### config.mk
export PLATFORM = sky130hd
export DESIGN_NAME = fetch_unit_flat
export DESIGN_NICKNAME = d
export VERILOG_FILES = /design/src/rtl/fetch_unit_pkg.sv /design/src/rtl/fetch_unit_if.sv /design/src/rtl/fetch_fifo.sv /design/src/rtl/fetch_unit.sv /design/src/flat_wrapper.sv
export SDC_FILE = /design/constraint.sdc
export NUM_CORES = 1
export LEC_CHECK = 0
export BUFFER_PORTS_ARGS = -buffer_cell sky130_fd_sc_hd__buf_2
export CAP_MARGIN = 20
export CELL_PAD_IN_SITES_DETAIL_PLACEMENT = 0
export CELL_PAD_IN_SITES_GLOBAL_PLACEMENT = 1
export CORE_MARGIN = 4
export CORE_UTILIZATION = 25
export DETAILED_ROUTE_END_ITERATION = 12
export GPL_ROUTABILITY_DRIVEN = 0
export PLACE_DENSITY = 0.53
export SYNTH_ARGS = -nofsm -noshare
export SYNTH_HDL_FRONTEND = slang
export SYNTH_HIERARCHICAL = 1
export SYNTH_SLANG_ARGS = --single-unit
### constraint.sdc
create_clock -name clk_i -period 3.7 [get_ports clk_i]
set_input_delay 0.37 -clock clk_i [delete_from_list [all_inputs] [get_ports clk_i]]
set_output_delay 0.37 -clock clk_i [all_outputs]
set_load 0.005 [all_outputs]
### src/rtl/fetch_unit_pkg.sv
// Shared constants and types for the instruction fetch stage.
package fetch_unit_pkg;

  localparam int unsigned Xlen = 32;
  localparam logic [Xlen-1:0] InstrNop = 32'h0000_0013;
  localparam logic [Xlen-1:0] PcStep = 32'd4;
  localparam logic [Xlen-1:0] DefaultResetPc = 32'h0000_0000;

  // One prefetch queue slot: instruction tagged with the PC it was fetched from.
  typedef struct packed {
    logic [Xlen-1:0] pc;
    logic [Xlen-1:0] instr;
  } fetch_entry_t;

  // Force an address onto a word boundary.
  function automatic logic [Xlen-1:0] align_word(logic [Xlen-1:0] addr);
    return {addr[Xlen-1:2], 2'b00};
  endfunction

endpackage

### src/rtl/fetch_unit_if.sv
// Instruction memory request/response channel between fetch and imem.
interface fetch_unit_if;
  import fetch_unit_pkg::*;

  logic            req;
  logic [Xlen-1:0] addr;
  logic            valid;
  logic [Xlen-1:0] instr;

  // Fetch side issues requests and consumes in-order responses.
  modport master (
    output req,
    output addr,
    input  valid,
    input  instr
  );

  // Memory side.
  modport slave (
    input  req,
    input  addr,
    output valid,
    output instr
  );

endinterface

### src/rtl/fetch_fifo.sv
// Circular prefetch buffer of {pc, instr} entries with push/pop/clear and occupancy count.
module fetch_fifo
  import fetch_unit_pkg::*;
#(
  parameter int unsigned DEPTH = 4
) (
  input  logic                         clk_i,
  input  logic                         rst_i,
  input  logic                         clear_i,
  input  logic                         push_i,
  input  fetch_entry_t                 wdata_i,
  input  logic                         pop_i,
  output fetch_entry_t                 rdata_o,
  output logic [$clog2(DEPTH+1)-1:0]   count_o
);

  localparam int unsigned PtrW = (DEPTH > 1) ? $clog2(DEPTH) : 1;
  localparam int unsigned CntW = $clog2(DEPTH + 1);

  logic [PtrW-1:0] wr_ptr_q, wr_ptr_d;
  logic [PtrW-1:0] rd_ptr_q, rd_ptr_d;
  logic [CntW-1:0] count_q, count_d;
  fetch_entry_t    mem_q [DEPTH];
  fetch_entry_t    mem_d [DEPTH];

  // Pointer, count and storage next-state; clear wins over push/pop.
  always_comb begin
    wr_ptr_d = wr_ptr_q;
    rd_ptr_d = rd_ptr_q;
    count_d  = count_q;
    mem_d    = mem_q;
    if (clear_i) begin
      wr_ptr_d = '0;
      rd_ptr_d = '0;
      count_d  = '0;
    end else begin
      if (push_i) begin
        mem_d[wr_ptr_q] = wdata_i;
        wr_ptr_d        = wr_ptr_q + 1'b1;
      end
      if (pop_i) begin
        rd_ptr_d = rd_ptr_q + 1'b1;
      end
      if (push_i && !pop_i) begin
        count_d = count_q + 1'b1;
      end else if (!push_i && pop_i) begin
        count_d = count_q - 1'b1;
      end
    end
  end

  // Control state register with synchronous active-low reset.
  always_ff @(posedge clk_i) begin
    if (!rst_i) begin
      wr_ptr_q <= '0;
      rd_ptr_q <= '0;
      count_q  <= '0;
    end else begin
      wr_ptr_q <= wr_ptr_d;
      rd_ptr_q <= rd_ptr_d;
      count_q  <= count_d;
    end
  end

  // Storage needs no reset: slots are only read when count_q says they are valid.
  always_ff @(posedge clk_i) begin
    mem_q <= mem_d;
  end

  assign rdata_o = mem_q[rd_ptr_q];
  assign count_o = count_q;

endmodule

### src/rtl/fetch_unit.sv
// Instruction fetch stage: credit-limited sequential fetch into a prefetch queue,
// with stall hold and flush/redirect that discards stale in-flight responses.
module fetch_unit
  import fetch_unit_pkg::*;
#(
  parameter int unsigned     DEPTH    = 4,
  parameter logic [Xlen-1:0] RESET_PC = DefaultResetPc
) (
  input  logic            clk_i,
  input  logic            rst_i,
  input  logic            start_i,
  fetch_unit_if.master    imem,
  input  logic            stall_i,
  input  logic            flush_i,
  input  logic [Xlen-1:0] redirect_pc_i,
  output logic            instr_valid_o,
  output logic [Xlen-1:0] instr_o,
  output logic [Xlen-1:0] pc_o
);

  localparam int unsigned CntW = $clog2(DEPTH + 1);
  typedef logic [CntW-1:0] cnt_t;
  typedef logic [CntW+1:0] sum_t;

  logic [Xlen-1:0] fetch_pc_q, fetch_pc_d;
  logic [Xlen-1:0] ret_pc_q, ret_pc_d;
  cnt_t            outstanding_q, outstanding_d;
  cnt_t            discard_q, discard_d;
  cnt_t            fifo_count;
  sum_t            credit_used;
  logic            req;
  logic            push;
  logic            pop;
  logic            fifo_nonempty;
  logic [Xlen-1:0] target_pc;
  fetch_entry_t    head;
  fetch_entry_t    push_entry;

  assign target_pc     = align_word(redirect_pc_i);
  assign fifo_nonempty = (fifo_count != '0);

  // Every issued request already owns a queue slot, so the queue cannot overflow.
  assign credit_used = sum_t'(fifo_count) + sum_t'(outstanding_q) + sum_t'(discard_q);
  assign req         = rst_i & start_i & ~flush_i & (credit_used < sum_t'(DEPTH));
  assign pop         = instr_valid_o & ~stall_i & ~flush_i;

  // Responses carry no address; their PC comes from a counter that advances per accepted one.
  assign push_entry = '{pc: ret_pc_q, instr: imem.instr};

  // Counter, fetch PC and return PC next-state; flush overrides normal bookkeeping.
  always_comb begin
    fetch_pc_d    = fetch_pc_q;
    ret_pc_d      = ret_pc_q;
    outstanding_d = outstanding_q;
    discard_d     = discard_q;
    push          = 1'b0;
    if (flush_i) begin
      // A response arriving now is one of the in-flight ones and is dropped here.
      discard_d     = discard_q + outstanding_q - cnt_t'(imem.valid);
      outstanding_d = '0;
      fetch_pc_d    = target_pc;
      ret_pc_d      = target_pc;
    end else begin
      if (imem.valid) begin
        if (discard_q != '0) begin
          discard_d = discard_q - 1'b1;
        end else begin
          push          = 1'b1;
          outstanding_d = outstanding_d - 1'b1;
          ret_pc_d      = ret_pc_q + PcStep;
        end
      end
      if (req) begin
        outstanding_d = outstanding_d + 1'b1;
        fetch_pc_d    = fetch_pc_q + PcStep;
      end
    end
  end

  // Fetch state registers with synchronous active-low reset.
  always_ff @(posedge clk_i) begin
    if (!rst_i) begin
      fetch_pc_q    <= RESET_PC;
      ret_pc_q      <= RESET_PC;
      outstanding_q <= '0;
      discard_q     <= '0;
    end else begin
      fetch_pc_q    <= fetch_pc_d;
      ret_pc_q      <= ret_pc_d;
      outstanding_q <= outstanding_d;
      discard_q     <= discard_d;
    end
  end

  fetch_fifo #(
    .DEPTH(DEPTH)
  ) u_fifo (
    .clk_i   (clk_i),
    .rst_i   (rst_i),
    .clear_i (flush_i),
    .push_i  (push),
    .wdata_i (push_entry),
    .pop_i   (pop),
    .rdata_o (head),
    .count_o (fifo_count)
  );

  // Output drive; reset forces the idle values regardless of stored state.
  always_comb begin
    imem.req      = req;
    imem.addr     = RESET_PC;
    instr_valid_o = 1'b0;
    instr_o       = InstrNop;
    pc_o          = '0;
    if (rst_i) begin
      imem.addr = fetch_pc_q;
      if (fifo_nonempty) begin
        instr_valid_o = 1'b1;
        instr_o       = head.instr;
        pc_o          = head.pc;
      end
    end
  end

endmodule

### src/flat_wrapper.sv
// flat-port wrapper written by rule: the top's interface ports become plain ports
module fetch_unit_flat import fetch_unit_pkg::*;
#(
  parameter int unsigned     DEPTH    = 4,
  parameter logic [Xlen-1:0] RESET_PC = DefaultResetPc
)
  (clk_i, rst_i, start_i, stall_i, flush_i, redirect_pc_i, instr_valid_o, instr_o, pc_o, imem_req, imem_addr, imem_valid, imem_instr);
  fetch_unit_if imem_i ();
  input  logic clk_i;
  input  logic rst_i;
  input  logic start_i;
  input  logic stall_i;
  input  logic flush_i;
  input  logic [Xlen-1:0] redirect_pc_i;
  output logic instr_valid_o;
  output logic [Xlen-1:0] instr_o;
  output logic [Xlen-1:0] pc_o;
  output wire logic [$bits(imem_i.req)-1:0] imem_req;
  output wire logic [$bits(imem_i.addr)-1:0] imem_addr;
  input wire logic [$bits(imem_i.valid)-1:0] imem_valid;
  input wire logic [$bits(imem_i.instr)-1:0] imem_instr;
  assign imem_req = imem_i.req;
  assign imem_addr = imem_i.addr;
  assign imem_i.valid = imem_valid;
  assign imem_i.instr = imem_instr;
  fetch_unit #(.DEPTH(DEPTH), .RESET_PC(RESET_PC)) u_core (.clk_i(clk_i), .rst_i(rst_i), .start_i(start_i), .imem(imem_i), .stall_i(stall_i), .flush_i(flush_i), .redirect_pc_i(redirect_pc_i), .instr_valid_o(instr_valid_o), .instr_o(instr_o), .pc_o(pc_o));
endmodule
==> results of run 1 <==
flip-flops by register name, summed over array words and instances, names as in the netlist:
register / count
u_core/fetch_pc_q: 30
u_core/discard_q: 3
u_core/ret_pc_q: 30
u_core/u_fifo/mem_q: 256
u_core/outstanding_q: 3
u_core/u_fifo/wr_ptr_q: 2
u_core/u_fifo/rd_ptr_q: 2
u_core/u_fifo/count_o: 3
through the flow:
| step | instance area [um^2] | power (W) |
|---|---|---|
| after CTS | 17300 | 0.00914 |
| after detailed placement | 16000 | 0.00520 |
| after global routing | 17300 | 0.00940 |
| after floorplan | 14200 | 0.00484 |
| final | 17300 | 0.00895 |
| after global placement | 16000 | 0.00518 |
critical path, delay by kind of cell (launching register included):
family | cells | cell delay [ns]
and+or+nand+nor | 2 | 0.50
buffers and inverters | 2 | 0.31
adders and majority gates | 2 | 0.78
DFF | 1 | 0.33
AOI/OAI and AO/OA | 2 | 0.47
cell type report:
class	instances	area, um^2
Inverter	27	104
Sequential cell	329	9160
Tap cell	748	936
Multi-Input combinational cell	566	4680
Clock buffer	49	1030
Timing Repair Buffer	192	1150
Clock inverter	20	253
Fill cell	5624	38200
power breakdown:
| part | total (W) | switching, W | internal [W] |
|---|---|---|---|
| combinational | 0.000876 | 0.000484 | 0.000392 |
| sequential | 0.00423 | 0.000113 | 0.00412 |
| clock | 0.00384 | 0.00150 | 0.00234 |
logic make-up (layout without fill, tap and decap cells):
group | count (synthesis) | after routing | share of synthesized area
multiplexers | 66 | 66 | 0.103
AO/OA/AOI/OAI | 125 | 125 | 0.0550
flip-flops | 329 | 329 | 0.647
buffers and inverters | 78 | 288 | 0.0259
other | 1 | 10 | 0.000265
adder cells (fa/ha/maj) | 22 | 22 | 0.0221
XOR/XNOR | 45 | 45 | 0.0279
AND/OR/NAND/NOR | 298 | 298 | 0.118
layer usage:
metal | part of all wire | vias to the layer above | track usage
met2 | 0.45 | 229 | 0.192
met1 | 0.47 | 4333 | 0.169
li1 | - | 4040 | -
met5 | 0 | - | 0
met4 | 0.017 | 0 | 0.0262
met3 | 0.063 | 41 | 0.0339
cell usage after synthesis (all sizes together), types with 7 or more instances:
cell,instances
nand4,13
mux4,64
or3,13
nor3,14
xor2,8
o21ai,38
dfxtp,73
a21oi,35
and2,105
a31oi,17
and3,7
nand3,30
xnor2,37
clkbuf,29
ha,17
nor4,12
o211ai,7
inv,26
buf,22
nand2,50
edfxtp,256
nor2,32
worst paths after layout:
check | cells past startpoint | endpoint | slack (ns) | start
max | 8 | imem_req | 0.40 | u_core/outstanding_q[0]
min | 1 | u_core/u_fifo/mem_q[68] | 0.05 | imem_instr[4]
max reg2reg | 10 | u_core/fetch_pc_q[27] | 0.54 | u_core/outstanding_q[0]
min reg2reg | 2 | u_core/u_fifo/count_o[2] | 0.52 | u_core/u_fifo/count_o[2]
==> metrics.yaml, run 1 <==
setup_path:
  critPathArrivalTime_ns: 2.93
  max_stage_delay_ns: 0.48
  required_ns: 3.33
  cp_slowest_cell: "fa_1"
  start_kind: "flip-flop"
  path_cells: "ha_1 > a21oi_1 > nor2_1 > fa_1 > and4bb_4 > o221ai_4 > inv_4 > buf_2"
  crit_fanout: 11
  cp-end-kind: "primary output"
  path_class: "flip-flop to primary output"
timing:
  worst_hold_slack_ns: 0.0481
  tightest_slew_ns: 0.757
  fin_crit_sh: 0.893
  maxSlewHeadroom: 0.494
  hold_violations: 0
  fin_skew_ns: 0.0112
  fmax_ghz: 0.303
  timing.final.crit_period_ns: 3.30
  finalSetupViolCount: 0
  fin_tns_setup_ns: 0
  rsz0062_at_grt: "no"
  drv_slew: 0
  worst_slack_ns: 0.395
floorplan:
  ios: 168
  die_h_um: 246
  die_area_um2: 60400
  start_util: 0.255
  die_x_um: 246
  num_rows: 86
  coreArea_um2: 55500
layout:
  final_cell_mix: "edfxtp_1 (256), buf_2 (163), and2_1 (101)"
  drive_gt1_frac: 0.278
  fin_cells: 1931
  fin_nets: 1247
  fin_util: 0.312
  syn_to_final_growth_pct: 22.4
  layout_commonest_cell: "edfxtp_1"
  antenna_cells: 0
route:
  routed_wl_mm: 37.1
  drc: 0
  first_pass_iters: 5
  via_count: 8643
  wl_per_cell_um: 19.2
  vias_per_cell: 4.48
  final_antenna_net_count: 0
  drt_iter0_drc: 487
placed_design:
  hpwl_mm: 24.5
  numPlacedInstances: 1857
  io_buffer_count: 163
  dp_slack_ns: 0.526
synthesis:
  synth.top_cell.area_share: 0.544
  ys_types: 61
  synth-main-ff-cell: "edfxtp_1"
  yosysSeqAreaShare: 0.647
  yosysWarnings: 6
  netlist_instances: 964
  ys_ff_latch: 329
  syn-mean-instance-area_um2: 14.7
  async_flop_share: 0
  synth_area_leaders: "edfxtp_1 (54%), dfxtp_1 (10%), mux4_2 (10%)"
  yosysTopAreaCell: "edfxtp_1"
  synth-edff-count: 256
  synth_area_um2: 14100
global_routing:
  grt_max_degree: 79
  grt_pass1_vias: 9001
  overflow: 0
  grt_pass1_wl_mm: 56.6
  antenna_found_initial: 0
  track_usage: 0.122
flow_run:
  maxCapViolCount: 0
clocking:
  cts_root_buf: "clkbuf_16"
  post_cts_buffers: 0
  cts.reportedPaths.clkPinSlew_ns: 0.06
  clk_latency_ns: 0.54
  cts.sinks: 329
  cts_max_level: 2
  cts_tree: "yes"
  post_cts_resized: 0
  ctsLongestPathBuffers: 3
  numCtsBuffers: 39
  holdBufCountCts: 5
power_and_ir_drop:
  cellLeakagePower_nw: 5.95
  power_density_nw_per_um2: 517
  peakVddDrop_v: 0.000267
run_status:
  status: "finished clean"
min_path:
  min_path_type: "input port to flip-flop"
No activity file was read; power rests on OpenSTA's default activity.
==> inputs of run 2 (changes only) <==
--- a/config.mk
+++ b/config.mk
@@ -5,15 +5,16 @@
 export SDC_FILE = /design/constraint.sdc
 export NUM_CORES = 1
 export LEC_CHECK = 0
+export ABC_CLOCK_PERIOD_IN_PS = 3700
 export BUFFER_PORTS_ARGS = -buffer_cell sky130_fd_sc_hd__buf_2
 export CAP_MARGIN = 20
 export CELL_PAD_IN_SITES_DETAIL_PLACEMENT = 0
 export CELL_PAD_IN_SITES_GLOBAL_PLACEMENT = 1
-export CORE_MARGIN = 4
-export CORE_UTILIZATION = 25
+export CORE_MARGIN = 2
+export CORE_UTILIZATION = 43
 export DETAILED_ROUTE_END_ITERATION = 12
 export GPL_ROUTABILITY_DRIVEN = 0
-export PLACE_DENSITY = 0.53
+export PLACE_DENSITY = 0.78
 export SYNTH_ARGS = -nofsm -noshare
 export SYNTH_HDL_FRONTEND = slang
 export SYNTH_HIERARCHICAL = 1
==> run 2 against run 1 <==
Non-clock buffer count fell by 12. Sequential cell count did not move. Fmax fell by 0.56%. Die area fell by 43%. Final cell count fell by 17%. Hold slack improved by 0.025 ns. Clock power fell by 9.9%. First-iteration DRC count rose by 35%.
==> metrics.yaml, run 2 (synthesis gave the netlist of run 1 again) <==
global_routing:
  use_met3: 0.0328
  busiest_layer: "met2"
  grtUsageMet2: 0.284
  grt_pass1_vias: 8364
  grt_pass1_wl_mm: 46.7
  use_met1: 0.255
  track_usage: 0.178
  grt_max_degree: 79
  antenna_found_initial: 0
  overflow: 0
clocking:
  clk_latency_ns: 0.52
  cts_tree: "yes"
  post_cts_resized: 0
  cts.reportedPaths.clkPinSlew_ns: 0.06
  cts.sinks: 329
  cts_root_buf: "clkbuf_16"
  post_cts_buffers: 0
  holdBufCountCts: 0
  ctsLongestPathBuffers: 3
  cts_max_level: 2
  numCtsBuffers: 36
setup_path:
  crit_fanout: 19
  r2r_start: "u_core/outstanding_q[0]"
  rr_endpoint: "u_core/fetch_pc_q[27]"
  cp-end-kind: "primary output"
  required_ns: 3.33
  reg2regPathDepth: 10
  start_kind: "flip-flop"
  rrSetupSlack_ns: 0.49
  path_class: "flip-flop to primary output"
  critPathArrivalTime_ns: 2.95
floorplan:
  coreArea_um2: 32500
  die_x_um: 185
  num_rows: 66
  ios: 168
  start_util: 0.436
  die_area_um2: 34300
  die_h_um: 185
min_path:
  whs_endpoint: "u_core/u_fifo/mem_q[2]"
  hold_start: "imem_instr[2]"
  min_path_type: "input port to flip-flop"
  whs_path_depth: 1
route:
  via_count: 8543
  final_antenna_net_count: 0
  drc: 0
  routed_wl_mm: 30.3
  wl_per_cell_um: 18.8
  vias_per_cell: 5.31
  first_pass_iters: 5
  drt_iter0_drc: 658
placed_design:
  numPlacedInstances: 1544
  io_buffer_count: 163
  hpwl_mm: 19.6
timing:
  fmax_ghz: 0.301
  rsz0062_at_grt: "no"
  drv_slew: 0
  fin_crit_sh: 0.898
  fin_tns_setup_ns: 0
  fin_skew_ns: 0.0251
  tightest_slew_ns: 0.751
  timing.final.crit_period_ns: 3.32
  maxSlewHeadroom: 0.499
  hold_violations: 0
  finalSetupViolCount: 0
power_and_ir_drop:
  peakVddDrop_v: 0.000281
  power_density_nw_per_um2: 511
  cellLeakagePower_nw: 5.82
layout:
  layout_commonest_cell: "edfxtp_1"
  reg_top3: "u_core/u_fifo/mem_q: 256 flops, u_core/fetch_pc_q: 30 flops, u_core/ret_pc_q: 30 flops"
  drive_gt1_frac: 0.267
  fill_cells: 2795
  fin_cells: 1609
  fin_nets: 1232
  syn_to_final_growth_pct: 17.9
  regMostFlops: "u_core/u_fifo/mem_q"
  antenna_cells: 0
  largest_reg_flops: 256
  final_cell_mix: "edfxtp_1 (256), buf_2 (163), and2_1 (101)"
flow_run:
  maxCapViolCount: 0
run_status:
  status: "finished clean"
-- run 2: area by class of cell --
type	count	area [um^2]	share of cell area
clock inverter	15	133	0.00795
inverter	27	104	0.00623
sequential	329	9150	0.549
timing repair buffer	180	1040	0.0626
clock buffer	50	1020	0.0609
multi-input combinational	566	4670	0.280
tap	442	553	0.0332
-- run 2: layer usage --
layer  vias to the layer above  wire length [um]  part of all wire
met3                        37              2000             0.066
met1                      4220             13900              0.46
li1                       3995                 -                 -
met4                         0               430             0.014
met2                       291             14000              0.46
met5                         -                 0                 0
-- run 2: worst max path at each step --
stage | startpoint | end | cells past startpoint
6_report | u_core/outstanding_q[0] | imem_req | 8
5_1_grt | u_core/discard_q[2] | imem_req | 8
4_1_cts | u_core/outstanding_q[0] | imem_req | 8
3_5_place_dp | u_core/outstanding_q[0] | u_core/fetch_pc_q[27] | 10
3_3_place_gp | u_core/discard_q[2] | u_core/fetch_pc_q[27] | 10
2_1_floorplan | flush_i | u_core/u_fifo/mem_q[0] | 5
-- run 2: metrics by stage --
step,setup WS (ns),area [um^2],hold slack [ns],util,total power (W)
global placement,0.564,15500,0.495,0.478,0.00513
global route,0.233,16700,0.0607,0.514,0.00888
floorplan,0.583,14200,0.459,-,0.00484
detailed placement,0.516,15500,0.511,0.478,0.00515
finish,0.377,16700,0.0728,0.514,0.00852
CTS,0.345,16700,0.0477,0.514,0.00863
-- run 2: power by group --
part           switching (W)  leakage (nW)  internal [W]
sequential          0.000108          2.93       0.00412
combinational       0.000455          2.34      0.000386
clock                0.00139         0.551       0.00206
-- run 2: worst max-delay path: stages (launching register included) --
cell and delay, ns:
dfxtp_1 0.33, ha_1 0.32, a21oi_1 0.36, nor2_1 0.10, fa_1 0.48, and4bb_4 0.37
o221ai_4 0.11, inv_4 0.21, buf_2 0.16
==> inputs of run 3 (changes only) <==
--- a/config.mk
+++ b/config.mk
@@ -5,7 +5,7 @@
 export SDC_FILE = /design/constraint.sdc
 export NUM_CORES = 1
 export LEC_CHECK = 0
-export ABC_CLOCK_PERIOD_IN_PS = 3700
+export ABC_CLOCK_PERIOD_IN_PS = 3970
 export BUFFER_PORTS_ARGS = -buffer_cell sky130_fd_sc_hd__buf_2
 export CAP_MARGIN = 20
 export CELL_PAD_IN_SITES_DETAIL_PLACEMENT = 0
==> constraint.sdc (replaced) <==
create_clock -name clk_i -period 3.97 [get_ports clk_i]
set_input_delay 0.397 -clock clk_i [delete_from_list [all_inputs] [get_ports clk_i]]
set_output_delay 0.397 -clock clk_i [all_outputs]
set_load 0.005 [all_outputs]
==> run 3 against run 2 <==
Sequential share of layout area is 0.21 points higher. Worst setup slack better by 0.083 ns. Global-route usage hardly changed. Total power is 7.4% lower. Non-clock buffer count stayed put. Via count is 0.16% higher. Core utilization is 0.20 points lower. Sequential cell count stayed put. Sequential power is 6.9% lower. Register-to-register slack better by 0.09 ns. Critical path type unchanged.
==> metrics.yaml, run 3 (synthesis gave the netlist of run 1 again) <==
run_status:
  status: "finished clean"
setup_path:
  reg2regPathDepth: 10
  cp-end-kind: "primary output"
  rrSetupSlack_ns: 0.58
  path_class: "flip-flop to primary output"
  crit_start: "u_core/discard_q[2]"
  required_ns: 3.57
  endpoint: "imem_req"
  rr_endpoint: "u_core/fetch_pc_q[27]"
  critPathArrivalTime_ns: 3.11
  start_kind: "flip-flop"
  crit_fanout: 19
  r2r_start: "u_core/discard_q[2]"
route:
  first_pass_iters: 5
  vias_per_cell: 5.33
  via_count: 8557
  final_antenna_net_count: 0
  drt_iter0_drc: 703
  wl_per_cell_um: 19.0
  drc: 0
  routed_wl_mm: 30.4
timing:
  fin_skew_ns: 0.0159
  timing.final.crit_period_ns: 3.51
  fin_crit_sh: 0.884
  drv_slew: 0
  finalSetupViolCount: 0
  fmax_ghz: 0.285
  hold_violations: 0
  tightest_slew_ns: 0.780
  rsz0062_at_grt: "no"
  worst_slack_ns: 0.460
  maxSlewHeadroom: 0.480
  fin_tns_setup_ns: 0
layout:
  final_cell_mix: "edfxtp_1 (256), buf_2 (163), and2_1 (101)"
  reg_top3: "u_core/u_fifo/mem_q: 256 flops, u_core/fetch_pc_q: 30 flops, u_core/ret_pc_q: 30 flops"
  fin_nets: 1231
  fill_cells: 2723
  antenna_cells: 0
  drive_gt1_frac: 0.271
  regMostFlops: "u_core/u_fifo/mem_q"
  layout_commonest_cell: "edfxtp_1"
  multi_input_area_um2: 4670
  syn_to_final_growth_pct: 17.5
  seqCellArea_um2: 9150
  final_cell_area_um2: 16600
  largest_reg_flops: 256
clocking:
  post_cts_buffers: 0
  clk_latency_ns: 0.51
  cts_max_level: 2
  ctsLongestPathBuffers: 3
  post_cts_resized: 0
  cts_root_buf: "clkbuf_16"
  cts.sinks: 329
  holdBufCountCts: 0
  cts.reportedPaths.clkPinSlew_ns: 0.06
  cts_tree: "yes"
  numCtsBuffers: 35
flow_run:
  maxCapViolCount: 0
floorplan:
  die_area_um2: 34300
  die_x_um: 185
  die_h_um: 185
  coreArea_um2: 32500
  start_util: 0.436
  num_rows: 66
  ios: 168
min_path:
  hold_start: "imem_instr[1]"
  min_path_type: "input port to flip-flop"
power_and_ir_drop:
  power_density_nw_per_um2: 475
  cellLeakagePower_nw: 5.81
  peakVddDrop_v: 0.000306
global_routing:
  antenna_found_initial: 0
  grt_pass1_vias: 8292
  overflow: 0
  grt_max_degree: 79
  grt_pass1_wl_mm: 47.1
  track_usage: 0.178
placed_design:
  place_area_um2: 15500
  hpwl_mm: 19.7
  dp_slack_ns: 0.578
  io_buffer_count: 163
## run 3: changes by cell type in the layout (fill, tap and decap cells not counted), sizes merged
cell,before,now
bufinv,2,3
clkinv,10,13
clkinvlp,2,1
clkbuf,50,43
## run 3: how the worst min path moves through the flow
| stage | end | slack, ns | cells after the start |
|---|---|---|---|
| 2_1_floorplan | u_core/fetch_pc_q[6] | 0.46 | 1 |
| 3_3_place_gp | u_core/u_fifo/count_o[2] | 0.49 | 2 |
| 3_5_place_dp | u_core/u_fifo/count_o[2] | 0.51 | 2 |
| 4_1_cts | u_core/u_fifo/mem_q[94] | 0.08 | 1 |
| 5_1_grt | u_core/u_fifo/mem_q[214] | 0.1 | 1 |
| 6_report | u_core/u_fifo/mem_q[65] | 0.10 | 1 |
## run 3: area by class of cell
type	count	share of cell area
Multi-Input combinational cell	566	0.281
Clock inverter	18	0.0111
Inverter	27	0.00625
Clock buffer	43	0.0564
Sequential cell	329	0.551
Tap cell	442	0.0333
Timing Repair Buffer	180	0.0606
## run 3: critical path: stages, from the launching register on
cell and delay (ns):
dfxtp_1 0.38, inv_1 0.11, fa_1 0.50, inv_1 0.07, fa_1 0.51, and4bb_4 0.37, o221ai_4 0.21, inv_4 0.28
buf_2 0.16
## run 3: per-layer routing
layer  vias to the layer above  global-route usage  share of wire
li1                       3999                   -              -
met1                      4201               0.263           0.46
met2                       320               0.276           0.45
met3                        37              0.0315          0.070
met4                         0              0.0410          0.018
met5                         -                   0              0
## run 3: power by group
part | internal [W] | leakage (nW) | switching (W)
registers | 0.00384 | 2.93 | 0.000100
logic | 0.000349 | 2.33 | 0.000428
clock network | 0.00188 | 0.550 | 0.00129
total | 0.00607 | 5.81 | 0.00182
## run 3: metrics by stage
| step | util | cells | total power [W] | hold slack (ns) |
|---|---|---|---|---|
| 6_report | 0.512 | 1605 | 0.00789 | 0.103 |
| 5_1_grt | 0.512 | 1605 | 0.00823 | 0.0952 |
| 4_1_cts | 0.512 | 1605 | 0.00798 | 0.0819 |
| 3_5_place_dp | 0.477 | 1544 | 0.00479 | 0.507 |
| 3_3_place_gp | 0.477 | 1544 | 0.00477 | 0.487 |
| 2_1_floorplan | - | 973 | 0.00451 | 0.459 |
